`src/rtl/debug_unit_pkg.sv`:
```
// debug_unit shared constants and state encoding.
// Command bytes, dump length and controller FSM states.
package debug_unit_pkg;

  localparam int DBG_DATA_WIDTH = 32;
  localparam int DBG_IMEM_AW    = 8;

  localparam logic [7:0] DBG_CMD_LOAD = 8'h4C;
  localparam logic [7:0] DBG_CMD_RUN  = 8'h52;
  localparam logic [7:0] DBG_CMD_STEP = 8'h53;
  localparam logic [7:0] DBG_CMD_DUMP = 8'h44;
  localparam logic [7:0] DBG_ACK      = 8'h4B;

  localparam int DBG_DUMP_BYTES = 132;

  typedef enum logic [2:0] {
    S_IDLE,
    S_LOAD_CNT,
    S_LOAD_DATA,
    S_LOAD_ACK,
    S_RUN,
    S_STEP,
    S_SEND
  } dbg_state_e;

endpackage

```
`src/rtl/debug_unit_if.sv`:
```
// Byte stream bundle between the UART byte layer and debug_unit.
// rx is a one-cycle strobe; tx is a valid/ready handshake.
interface debug_unit_if;
  logic       i_rx_valid;
  logic [7:0] i_rx_data;
  logic       o_tx_valid;
  logic [7:0] o_tx_data;
  logic       i_tx_ready;

  modport slave (
    input  i_rx_valid, i_rx_data, i_tx_ready,
    output o_tx_valid, o_tx_data
  );

  modport master (
    output i_rx_valid, i_rx_data, i_tx_ready,
    input  o_tx_valid, o_tx_data
  );
endinterface

```
`src/rtl/debug_tx_serializer.sv`:
```
// Holding-register tx serializer: single ack byte or PC+regs dump.
// Bytes go out MSB-first, at most one byte every two cycles.
module debug_tx_serializer
  import debug_unit_pkg::*;
#(
  parameter int DATA_WIDTH = DBG_DATA_WIDTH
) (
  input  logic                  clk,
  input  logic                  reset,
  input  logic                  start,
  input  logic                  ack_mode,
  input  logic [DATA_WIDTH-1:0] pc,
  input  logic [DATA_WIDTH-1:0] reg_data,
  input  logic                  tx_ready,
  output logic                  tx_valid,
  output logic [7:0]            tx_data,
  output logic [4:0]            reg_addr,
  output logic                  done
);

  logic                  active;
  logic                  ack;
  logic [7:0]            idx;
  logic [7:0]            rel;
  logic [DATA_WIDTH-1:0] pc_q;
  logic [DATA_WIDTH-1:0] word;
  logic [DATA_WIDTH-1:0] sh;
  logic                  last;

  assign rel      = idx - 8'd4;
  assign reg_addr = (idx < 8'd4) ? 5'd0 : rel[6:2];
  assign word     = (idx < 8'd4) ? pc_q : reg_data;
  assign sh       = word << {idx[1:0], 3'b000};
  assign last     = ack || (idx == 8'(DBG_DUMP_BYTES - 1));
  assign done     = tx_valid && tx_ready && last;

  always_ff @(posedge clk or negedge reset) begin
    if (!reset) begin
      active   <= 1'b0;
      ack      <= 1'b0;
      idx      <= 8'd0;
      pc_q     <= '0;
      tx_valid <= 1'b0;
      tx_data  <= 8'd0;
    end else if (start) begin
      active   <= 1'b1;
      ack      <= ack_mode;
      idx      <= 8'd0;
      pc_q     <= pc;
      tx_valid <= 1'b0;
    end else if (active) begin
      if (tx_valid) begin
        if (tx_ready) begin
          tx_valid <= 1'b0;
          if (last) begin
            active <= 1'b0;
            idx    <= 8'd0;
          end else begin
            idx <= idx + 8'd1;
          end
        end
      end else begin
        tx_valid <= 1'b1;
        tx_data  <= ack ? DBG_ACK : sh[DATA_WIDTH-1 -: 8];
      end
    end
  end

endmodule

```
`src/rtl/debug_unit.sv`:
```
// Debug controller: program load, run-to-halt, single step, dump.
// Holds the core in reset while loading instruction memory.
module debug_unit
  import debug_unit_pkg::*;
#(
  parameter int DATA_WIDTH      = DBG_DATA_WIDTH,
  parameter int IMEM_ADDR_WIDTH = DBG_IMEM_AW
) (
  input  logic                       clk,
  input  logic                       reset,
  debug_unit_if.slave                strm,
  output logic                       o_imem_we,
  output logic [IMEM_ADDR_WIDTH-1:0] o_imem_addr,
  output logic [DATA_WIDTH-1:0]      o_imem_wdata,
  output logic                       o_cpu_en,
  output logic                       o_cpu_reset,
  input  logic                       i_halt,
  input  logic [DATA_WIDTH-1:0]      i_pc,
  output logic [4:0]                 o_reg_addr,
  input  logic [DATA_WIDTH-1:0]      i_reg_data,
  output logic                       o_busy
);

  localparam logic [IMEM_ADDR_WIDTH-1:0] ADDR_ONE = IMEM_ADDR_WIDTH'(1);

  dbg_state_e            state;
  logic [DATA_WIDTH-9:0] asm_q;
  logic [DATA_WIDTH-1:0] word;
  logic [1:0]            bcnt;
  logic [7:0]            words;
  logic                  ser_start;
  logic                  ser_ack;
  logic                  ser_done;
  logic                  rx;
  logic [7:0]            rxd;

  assign rx       = strm.i_rx_valid;
  assign rxd      = strm.i_rx_data;
  assign word     = {asm_q, rxd};
  assign o_busy   = (state != S_IDLE);
  assign o_cpu_en = ((state == S_RUN) && !i_halt) || (state == S_STEP);

  debug_tx_serializer #(.DATA_WIDTH(DATA_WIDTH)) u_ser (
    .clk      (clk),
    .reset    (reset),
    .start    (ser_start),
    .ack_mode (ser_ack),
    .pc       (i_pc),
    .reg_data (i_reg_data),
    .tx_ready (strm.i_tx_ready),
    .tx_valid (strm.o_tx_valid),
    .tx_data  (strm.o_tx_data),
    .reg_addr (o_reg_addr),
    .done     (ser_done)
  );

  always_ff @(posedge clk or negedge reset) begin
    if (!reset) begin
      state        <= S_IDLE;
      o_cpu_reset  <= 1'b1;
      o_imem_we    <= 1'b0;
      o_imem_addr  <= '0;
      o_imem_wdata <= '0;
      asm_q        <= '0;
      bcnt         <= 2'd0;
      words        <= 8'd0;
      ser_start    <= 1'b0;
      ser_ack      <= 1'b0;
    end else begin
      o_imem_we <= 1'b0;
      ser_start <= 1'b0;
      // address advances in the cycle after each write strobe
      if (o_imem_we) o_imem_addr <= o_imem_addr + ADDR_ONE;
      unique case (state)
        S_IDLE: begin
          if (rx) begin
            unique case (1'b1)
              (rxd == DBG_CMD_LOAD): begin
                state       <= S_LOAD_CNT;
                o_cpu_reset <= 1'b1;
              end
              (rxd == DBG_CMD_RUN): begin
                state       <= S_RUN;
                o_cpu_reset <= 1'b0;
              end
              (rxd == DBG_CMD_STEP): begin
                state       <= S_STEP;
                o_cpu_reset <= 1'b0;
              end
              (rxd == DBG_CMD_DUMP): begin
                state       <= S_SEND;
                o_cpu_reset <= 1'b0;
                ser_start   <= 1'b1;
                ser_ack     <= 1'b0;
              end
              default: state <= S_IDLE;
            endcase
          end
        end
        S_LOAD_CNT: begin
          if (rx) begin
            if (rxd == 8'd0) begin
              state       <= S_LOAD_ACK;
              o_cpu_reset <= 1'b0;
              ser_start   <= 1'b1;
              ser_ack     <= 1'b1;
            end else begin
              state       <= S_LOAD_DATA;
              o_imem_addr <= '0;
              words       <= rxd;
              bcnt        <= 2'd0;
            end
          end
        end
        S_LOAD_DATA: begin
          if (rx) begin
            asm_q <= word[DATA_WIDTH-9:0];
            bcnt  <= bcnt + 2'd1;
            if (bcnt == 2'd3) begin
              o_imem_we    <= 1'b1;
              o_imem_wdata <= word;
              words        <= words - 8'd1;
              if (words == 8'd1) begin
                state       <= S_LOAD_ACK;
                o_cpu_reset <= 1'b0;
                ser_start   <= 1'b1;
                ser_ack     <= 1'b1;
              end
            end
          end
        end
        S_LOAD_ACK: if (ser_done) state <= S_IDLE;
        S_RUN: begin
          if (i_halt) begin
            state     <= S_SEND;
            ser_start <= 1'b1;
            ser_ack   <= 1'b0;
          end
        end
        S_STEP: begin
          state     <= S_SEND;
          ser_start <= 1'b1;
          ser_ack   <= 1'b0;
        end
        S_SEND: if (ser_done) state <= S_IDLE;
        default: state <= S_IDLE;
      endcase
    end
  end

endmodule

```
`src/flat_wrapper.sv`:
```
// flat-port wrapper written by rule: the top's interface ports become plain ports
module debug_unit_flat import debug_unit_pkg::*;
#(
  parameter int DATA_WIDTH      = DBG_DATA_WIDTH,
  parameter int IMEM_ADDR_WIDTH = DBG_IMEM_AW
)
  (clk, reset, o_imem_we, o_imem_addr, o_imem_wdata, o_cpu_en, o_cpu_reset, i_halt, i_pc, o_reg_addr, i_reg_data, o_busy, strm_i_rx_valid, strm_i_rx_data, strm_i_tx_ready, strm_o_tx_valid, strm_o_tx_data);
  debug_unit_if strm_i ();
  input  logic clk;
  input  logic reset;
  output logic o_imem_we;
  output logic [IMEM_ADDR_WIDTH-1:0] o_imem_addr;
  output logic [DATA_WIDTH-1:0] o_imem_wdata;
  output logic o_cpu_en;
  output logic o_cpu_reset;
  input  logic i_halt;
  input  logic [DATA_WIDTH-1:0] i_pc;
  output logic [4:0] o_reg_addr;
  input  logic [DATA_WIDTH-1:0] i_reg_data;
  output logic o_busy;
  input wire logic [$bits(strm_i.i_rx_valid)-1:0] strm_i_rx_valid;
  input wire logic [$bits(strm_i.i_rx_data)-1:0] strm_i_rx_data;
  input wire logic [$bits(strm_i.i_tx_ready)-1:0] strm_i_tx_ready;
  output wire logic [$bits(strm_i.o_tx_valid)-1:0] strm_o_tx_valid;
  output wire logic [$bits(strm_i.o_tx_data)-1:0] strm_o_tx_data;
  assign strm_i.i_rx_valid = strm_i_rx_valid;
  assign strm_i.i_rx_data = strm_i_rx_data;
  assign strm_i.i_tx_ready = strm_i_tx_ready;
  assign strm_o_tx_valid = strm_i.o_tx_valid;
  assign strm_o_tx_data = strm_i.o_tx_data;
  debug_unit #(.DATA_WIDTH(DATA_WIDTH), .IMEM_ADDR_WIDTH(IMEM_ADDR_WIDTH)) u_core (.clk(clk), .reset(reset), .strm(strm_i), .o_imem_we(o_imem_we), .o_imem_addr(o_imem_addr), .o_imem_wdata(o_imem_wdata), .o_cpu_en(o_cpu_en), .o_cpu_reset(o_cpu_reset), .i_halt(i_halt), .i_pc(i_pc), .o_reg_addr(o_reg_addr), .i_reg_data(i_reg_data), .o_busy(o_busy));
endmodule
```
`config.mk`:
```
export PLATFORM = sky130hd
export DESIGN_NAME = debug_unit_flat
export DESIGN_NICKNAME = d
export VERILOG_FILES = /design/src/rtl/debug_unit_pkg.sv /design/src/rtl/debug_unit_if.sv /design/src/rtl/debug_tx_serializer.sv /design/src/rtl/debug_unit.sv /design/src/flat_wrapper.sv
export SDC_FILE = /design/constraint.sdc
export NUM_CORES = 1
export LEC_CHECK = 0
export ABC_AREA = 1
export ABC_CLOCK_PERIOD_IN_PS = 2300
export BUFFER_PORTS_ARGS = -buffer_cell sky130_fd_sc_hd__buf_2
export CORE_MARGIN = 10
export CORE_UTILIZATION = 55
export CTS_BUF_LIST = sky130_fd_sc_hd__clkbuf_8
export CTS_CLUSTER_DIAMETER = 80
export CTS_CLUSTER_SIZE = 40
export DETAILED_ROUTE_END_ITERATION = 16
export PLACE_DENSITY = 0.81
export SLEW_MARGIN = 20
export SYNTH_ARGS = -nofsm -noshare
export SYNTH_HDL_FRONTEND = slang
export SYNTH_SLANG_ARGS = --single-unit
```
`constraint.sdc`:
```
create_clock -name clk -period 2.3 [get_ports clk]
set_input_delay 0.345 -clock clk [delete_from_list [all_inputs] [get_ports clk]]
set_output_delay 0.345 -clock clk [all_outputs]
set_load 0.03 [all_outputs]
```
==> summary.txt, run 1 <==
Yosys
  – Syn Inst Count: about 870
  – #FFs+latches synth: 132
  – Cell Area, Synth: 6610 um2
  – Post-synth EDFFs: 0
  – Sequential fraction of the synthesis area: 0.4999
  – Ys flop type: dfrtp_1
  – YS warnings: 0
  – Synth Area per Inst: 7.642 um2
  – Synthesized Nets: 950
  – Count of cell types in the netlist: 35
  – Ys async rst share: 1.000

GRT
  – Global-route usage over all layers: 0.2051
  – Initial antenna violation count: 1
  – Pin count of the biggest net entering global routing: around 130
  – GR Overflow Total: 0
  – Vias in the first global route: 5888
  – First-pass GRT wire length: 27800 um

Clock tree
  – H-tree depth: 4
  – Clock sinks: 132
  – Clock Tree Buf Depth: 2
  – CTS Hold Buffers Added: 0
  – Root Buffer Master: clkbuf_8
  – CTS tree: built
  – CTS clock-pin slew for the worst setup and hold paths: ~0.080 ns
  – Clk_lat worst skew: ~0.46 ns
  – Cts bufs inserted: 17

STA
  – Final period util: 0.9773
  – Max-Slew Margin vs Limit: 0.3927
  – WHS: -0.04316 ns
  – Setup TNS: 0 ns
  – Max Fclk: between 400 and 500 MHz
  – Transition time of the tightest slew-check pin: 0.9096 ns
  – Post-Route Skew: between 0.01 and 0.015 ns
  – Pins Over Slew Limit: 0
  – Setup violators final: 0
  – RSZ-0062 raised after global routing: no
  – Post-route minimum period: 2.248 ns
  – Endpoints failing hold: 19

Final layout
  – Most common cell after layout, fill and taps aside: nand2_1
  – Final Util: 0.6828
  – Fillers: 998
  – Final instance area: 7930 um2
  – Proportion of layout cells with a drive suffix above 1: 0.2059
  – Diode count: 0
  – Commonest non-fill, non-tap cells in the layout: nand2_1, buf_2, dfrtp_1
  – Layout Nets: 1087
  – Area Growth Syn to Fin: 19.97%

Floorplan
  – Starting Density: 0.5692
  – Row cnt: 39
  – DIE WIDTH: 129.6 um
  – Die Area: 16800 um2
  – Core ar.: 11610 um2
  – Boundary pin count: 135
  – Die Ht: 129.6 um

Worst setup path
  – RR Endpoint: u_core.o_imem_wdata[2]
  – Crit path DAT: 1.90 ns
  – Req. time, crit path: ~2.0 ns
  – R2R Path Start: u_core.state[0]
  – Startpoint Class: flop
  – CP Class: reg2out
  – Worst reg-to-reg path cell count: 7
  – R2R setup slack: 0.38 ns
  – Critical path peak fanout: 17
  – CP endpoint kind: output port

Run status
  – Status: finished with violations
  – Failing checks: negative hold slack

Run
  – # Max-Cap Violations: 0

Placed design
  – Detailed-placement wirelength estimate: 12070 um
  – Port bufs: 134
  – Placed Area: 7388 um2
  – GPL Wtd Cong: about 0.89

Detailed routing
  – Residual DRC: 0
  – Number of routed nets with antenna violations: 0
  – DR WL/cell: about 15 um
  – Routed vias: 6186
  – Avg Vias per Cell: around 5.3
  – First-pass DRT Iterations: 5
  – Routed wire length: approximately 17000 um
  – Starting DRC count in detailed routing: 681

Pwr
  – Worst IR drop on VDD: 0.0009196 V
  – Leakage: approximately 0.0044 uW
  – Pwr per Cell Area: about 1500 nW/um2

Hold path
  – Worst min-delay path class: in2async
[critical path, cell delays in order, from the launching register on]
cell and delay (ns):
dfrtp_2 0.43, nor2_4 0.16, buf_12 0.16, nand3_4 0.13, buf_12 0.16, o21ai_0 0.10
a21oi_1 0.10, buf_4 0.19
[per-stage QoR]
step           total power, uW  setup WS (ns)  hold WS, ns  cells
5_1_grt                  12490        0.01492     0.006462   1158
3_5_place_dp              9127         0.3950       0.4551   1120
2_1_floorplan             7707        0.05640      0.04941    865
6_report                 11580        0.05215     -0.04316   1158
4_1_cts                  11290       0.001502     0.006394   1153
3_3_place_gp              8961         0.4270       0.4492   1120
[how the worst max path moves through the flow]
stage                        startpoint       endpoint  slack [ns]  depth (start not counted)
detailed placement  u_core.u_ser.idx[2]  o_reg_addr[4]        0.40                          6
finish              u_core.u_ser.idx[4]  o_reg_addr[3]        0.05                          7
CTS                 u_core.u_ser.idx[4]  o_reg_addr[3]       0.002                          7
global route        u_core.u_ser.idx[4]  o_reg_addr[3]        0.01                          7
global placement    u_core.u_ser.idx[2]  o_reg_addr[3]        0.43                          7
floorplan           u_core.u_ser.idx[2]  o_reg_addr[4]        0.06                          6
[timing repair]
action	4_1_cts	5_1_grt
pin swaps	0	2
gates resized for setup	4	9
endpoints found under the setup margin	4	5
buffers inserted	1	3
gates cloned	0	2
[cell families after synthesis]
logic type | count (synthesis) | share of synthesized area
AO/OA/AOI/OAI | 133 | 0.1035
XOR/XNOR | 6 | 0.007950
adder cells (fa/ha/maj) | 8 | 0.01514
buffers and inverters | 153 | 0.09540
flip-flops | 132 | 0.4999
AND/OR/NAND/NOR | 433 | 0.2781
[power by group]
part / switching (uW) / total, uW / internal, uW
clock network: 984 / 2100 / 1110
logic: 3730 / 5610 / 1880
registers: 588 / 3870 / 3280
[metal layers]
| metal | GRT usage | up-vias | share of wire | wire, um |
|---|---|---|---|---|
| li1 | - | 2984 | - | - |
| met4 | 0.09656 | 2 | 0.026 | 448 |
| met2 | 0.3232 | 286 | 0.46 | 8044 |
| met3 | 0.06525 | 46 | 0.093 | 1606 |
| met5 | 0 | - | 0.00087 | 15 |
| met1 | 0.2520 | 2868 | 0.42 | 7200 |
[Yosys cell counts (2+ instances only)]
cell,n,area (um2)
a21oi_1,19,95.09
buf_2,16,80.08
nand4_1,20,125.1
nand3_1,50,250.2
clkbuf_1,9,33.78
dfrtp_1,131,3278
nand2_2,2,12.51
nor2_1,65,244.0
inv_1,114,427.9
nand3b_1,2,15.01
nor2_4,3,33.78
ha_1,8,100.1
buf_1,2,7.510
clkinv_1,2,7.510
nand2_1,281,1055
o21ai_0,85,425.4
buf_6,4,45.04
nand3_2,3,30.03
o21ai_2,3,26.28
xor2_1,5,43.79
or2_2,3,18.77
inv_2,4,15.01
o21ai_1,22,110.1
[layout make-up]
cell class	instances	area [um2]	share of cell area
flip-flops and latches	132	3306	0.4169
multi-input cells	580	2695	0.3399
repair buffers	150	870.8	0.1098
inverters	121	456.7	0.05759
clock buffers	18	247.7	0.03124
well taps	143	178.9	0.02256
clock inverters	14	175.2	0.02209
[registers in the layout, indices dropped and copies added, names as in the netlist, 2 cells and up]
signal	flops
u_core.u_ser.idx	8
u_core.o_imem_addr	8
u_core.words	8
u_core.o_imem_wdata	32
u_core.u_ser.pc_q	32
u_core.asm_q	24
u_core.bcnt	2
u_core.state	3
u_core.u_ser.tx_data	8
Power figures use the tool's default switching activity.
==> run 2, diff against run 1 <==
--- a/config.mk
+++ b/config.mk
@@ -8,13 +8,15 @@
 export ABC_AREA = 1
 export ABC_CLOCK_PERIOD_IN_PS = 2300
 export BUFFER_PORTS_ARGS = -buffer_cell sky130_fd_sc_hd__buf_2
+export CELL_PAD_IN_SITES_DETAIL_PLACEMENT = 0
+export CELL_PAD_IN_SITES_GLOBAL_PLACEMENT = 2
 export CORE_MARGIN = 10
-export CORE_UTILIZATION = 55
+export CORE_UTILIZATION = 32
 export CTS_BUF_LIST = sky130_fd_sc_hd__clkbuf_8
 export CTS_CLUSTER_DIAMETER = 80
 export CTS_CLUSTER_SIZE = 40
 export DETAILED_ROUTE_END_ITERATION = 16
-export PLACE_DENSITY = 0.81
+export PLACE_DENSITY = 0.82
 export SLEW_MARGIN = 20
 export SYNTH_ARGS = -nofsm -noshare
 export SYNTH_HDL_FRONTEND = slang
==> summary.txt, run 2 (synthesis results as in run 1) <==
Detailed routing
  – Routed vias: between 5000 and 6000
  – Avg Vias per Cell: 4.529
  – First-pass DRT Iterations: 5
  – Starting DRC count in detailed routing: 409
  – DR WL/cell: 15.03 um
  – Residual DRC: 0
  – Routed wire length: slightly below 20000 um
  – Number of routed nets with antenna violations: 0

Pwr
  – Clock power frac: 0.181
  – Combinational power share: 0.477
  – Total Power: 11320 uW
  – Flop pwr share: 0.343
  – Internal power: 6039 uW
  – Sw Share: 0.4665
  – Leakage: around 0.0044 uW
  – Pwr per Cell Area: 1401 nW/um2
  – Worst IR drop on VDD: 0.0005898 V
  – P_sw: 5280 uW

Placed design
  – Port bufs: 134
  – Detailed-placement wirelength estimate: 14290 um
  – GPL Wtd Cong: 0.8114

Run status
  – Status: complete, no violations

GRT
  – GR Layer Usage met3: 0.04531
  – Busiest grt layer: met2
  – Vias in the first global route: ~5900
  – GR Overflow Total: 0
  – Initial antenna violation count: 1
  – First-pass GRT wire length: 31680 um
  – Pin count of the biggest net entering global routing: 63
  – Met1 Resource Use GR: 0.1966
  – Met2 usage: 0.2252
  – Global-route usage over all layers: 0.1468

Floorplan
  – Core ar.: 20300 um2
  – Starting Density: 0.3256
  – DIE WIDTH: 163.7 um
  – Die Ht: 163.7 um
  – Row cnt: 52
  – Die Area: 26810 um2
  – Boundary pin count: roughly 140

Clock tree
  – Clk_lat worst skew: 0.45 ns
  – CTS clock-pin slew for the worst setup and hold paths: ~0.090 ns
  – Clock Tree Buf Depth: 2
  – Root Buffer Master: clkbuf_8
  – CTS tree: built
  – H-tree depth: 4
  – Clock sinks: 132
  – Cts bufs inserted: 17

STA
  – Setup violators final: 0
  – Setup TNS: 0 ns
  – Pins Over Slew Limit: 0
  – Max Fclk: 459.7 MHz
  – Transition time of the tightest slew-check pin: around 0.93 ns
  – Endpoints failing hold: 0
  – RSZ-0062 raised after global routing: no
  – Final period util: 0.9458
  – Post-Route Skew: 0.01496 ns
  – WHS: around 0.095 ns
  – Max-Slew Margin vs Limit: 0.3818
  – Post-route minimum period: 2.175 ns

Worst setup path
  – CP max stage cell: dfrtp_1
  – CP peak stage delay: about 0.43 ns
  – CP Class: reg2out
  – Crit path DAT: 1.83 ns
  – CP endpoint kind: output port
  – Crit-path cells: nor2_4 > buf_12 > nand2_2 > or2_2 > o21ai_2 > buf_6
  – Critical path peak fanout: 18
  – Startpoint Class: flop
  – Req. time, crit path: ~2.0 ns

Hold path
  – Worst min-delay path class: in2reg

Final layout
  – Most common cell after layout, fill and taps aside: nand2_1
  – Layout Nets: 1089
  – Commonest non-fill, non-tap cells in the layout: nand2_1, buf_2, dfrtp_1
  – Top Registers: u_core.o_imem_wdata (32), u_core.u_ser.pc_q (32), u_core.asm_q (24)
  – Final Util: 0.3979
  – Proportion of layout cells with a drive suffix above 1: 0.2085
  – Area Growth Syn to Fin: 22.20%
  – Fillers: 2194

Run
  – # Max-Cap Violations: 0
-- run 2: cell types whose count changed in the layout (fill, tap and decap cells not counted), moves of 2 or more --
cell	change
inv_8	+2
clkbuf_16	-2
buf_6	+2
inv_6	+2
-- run 2: layout make-up --
class / count / area [um2] / share of cell area
Sequential cell: 132 / 3306 / 0.4092
Multi-Input combinational cell: 580 / 2701 / 0.3344
Timing Repair Buffer: 152 / 870.8 / 0.1078
Inverter: 121 / 456.7 / 0.05654
Tap cell: 270 / 337.8 / 0.04182
Clock buffer: 17 / 234.0 / 0.02897
Clock inverter: 15 / 168.9 / 0.02091
Antenna cell: 1 / 2.502 / 0.0003098
-- run 2: metal layers --
| layer | vias up | share of wire |
|---|---|---|
| li1 | 3001 | - |
| met1 | 2680 | 0.48 |
| met2 | 136 | 0.44 |
| met3 | 16 | 0.069 |
| met4 | 0 | 0.010 |
| met5 | - | 0 |
-- run 2: timing repair --
| item | CTS | global route |
|---|---|---|
| setup buffers | 2 | 1 |
| endpoints found under the setup margin | 5 | 2 |
| hold buffers | 1 | 0 |
| resized for setup | 8 | 6 |
| pin swaps | 1 | 2 |
| endpoints found under the hold margin | 38 | 0 |
| gates cloned | 0 | 0 |
-- run 2: per-stage QoR --
stage | cell area [um2] | setup slack [ns] | instances
6_report | 8078 | 0.1246 | 1288
5_1_grt | 8075 | 0.01918 | 1287
4_1_cts | 8056 | 0.001999 | 1286
3_5_place_dp | 7594 | 0.3289 | 1251
3_3_place_gp | 7594 | 0.3124 | 1251
2_1_floorplan | 6610 | 0.05640 | 865
-- run 2: path summary, 6_finish.rpt --
kind / to / startpoint / slack (ns) / cells after the start
min: u_core.u_ser.pc_q[31] / i_pc[31] / 0.09 / 3
max reg2reg: u_core.o_imem_wdata[19] / u_core.state[0] / 0.35 / 8
min reg2reg: u_core.o_cpu_reset / u_core.o_cpu_reset / 0.47 / 2
max in group asynchronous: u_core.o_cpu_reset / reset / 1.26 / 3
min in group asynchronous: u_core.u_ser.pc_q[21] / reset / 0.37 / 2
max: o_reg_addr[4] / u_core.u_ser.idx[5] / 0.12 / 6
-- run 2: power groups by stage --
stage          registers (uW)  logic (uW)  clock network (uW)
5_1_grt                  4010        6150                2230
2_1_floorplan            4380        3330                   0
4_1_cts                  3890        5470                2130
3_5_place_dp             3930        5390                   0
3_3_place_gp             3930        5350                   0
6_report                 3880        5400                2040
-- run 2: critical path, delay by kind of cell, from the launching register on --
family | cells | cell delay (ns)
flip-flops | 1 | 0.43
AO/OA/AOI/OAI | 1 | 0.14
buffers and inverters | 2 | 0.31
AND/OR/NAND/NOR | 3 | 0.50
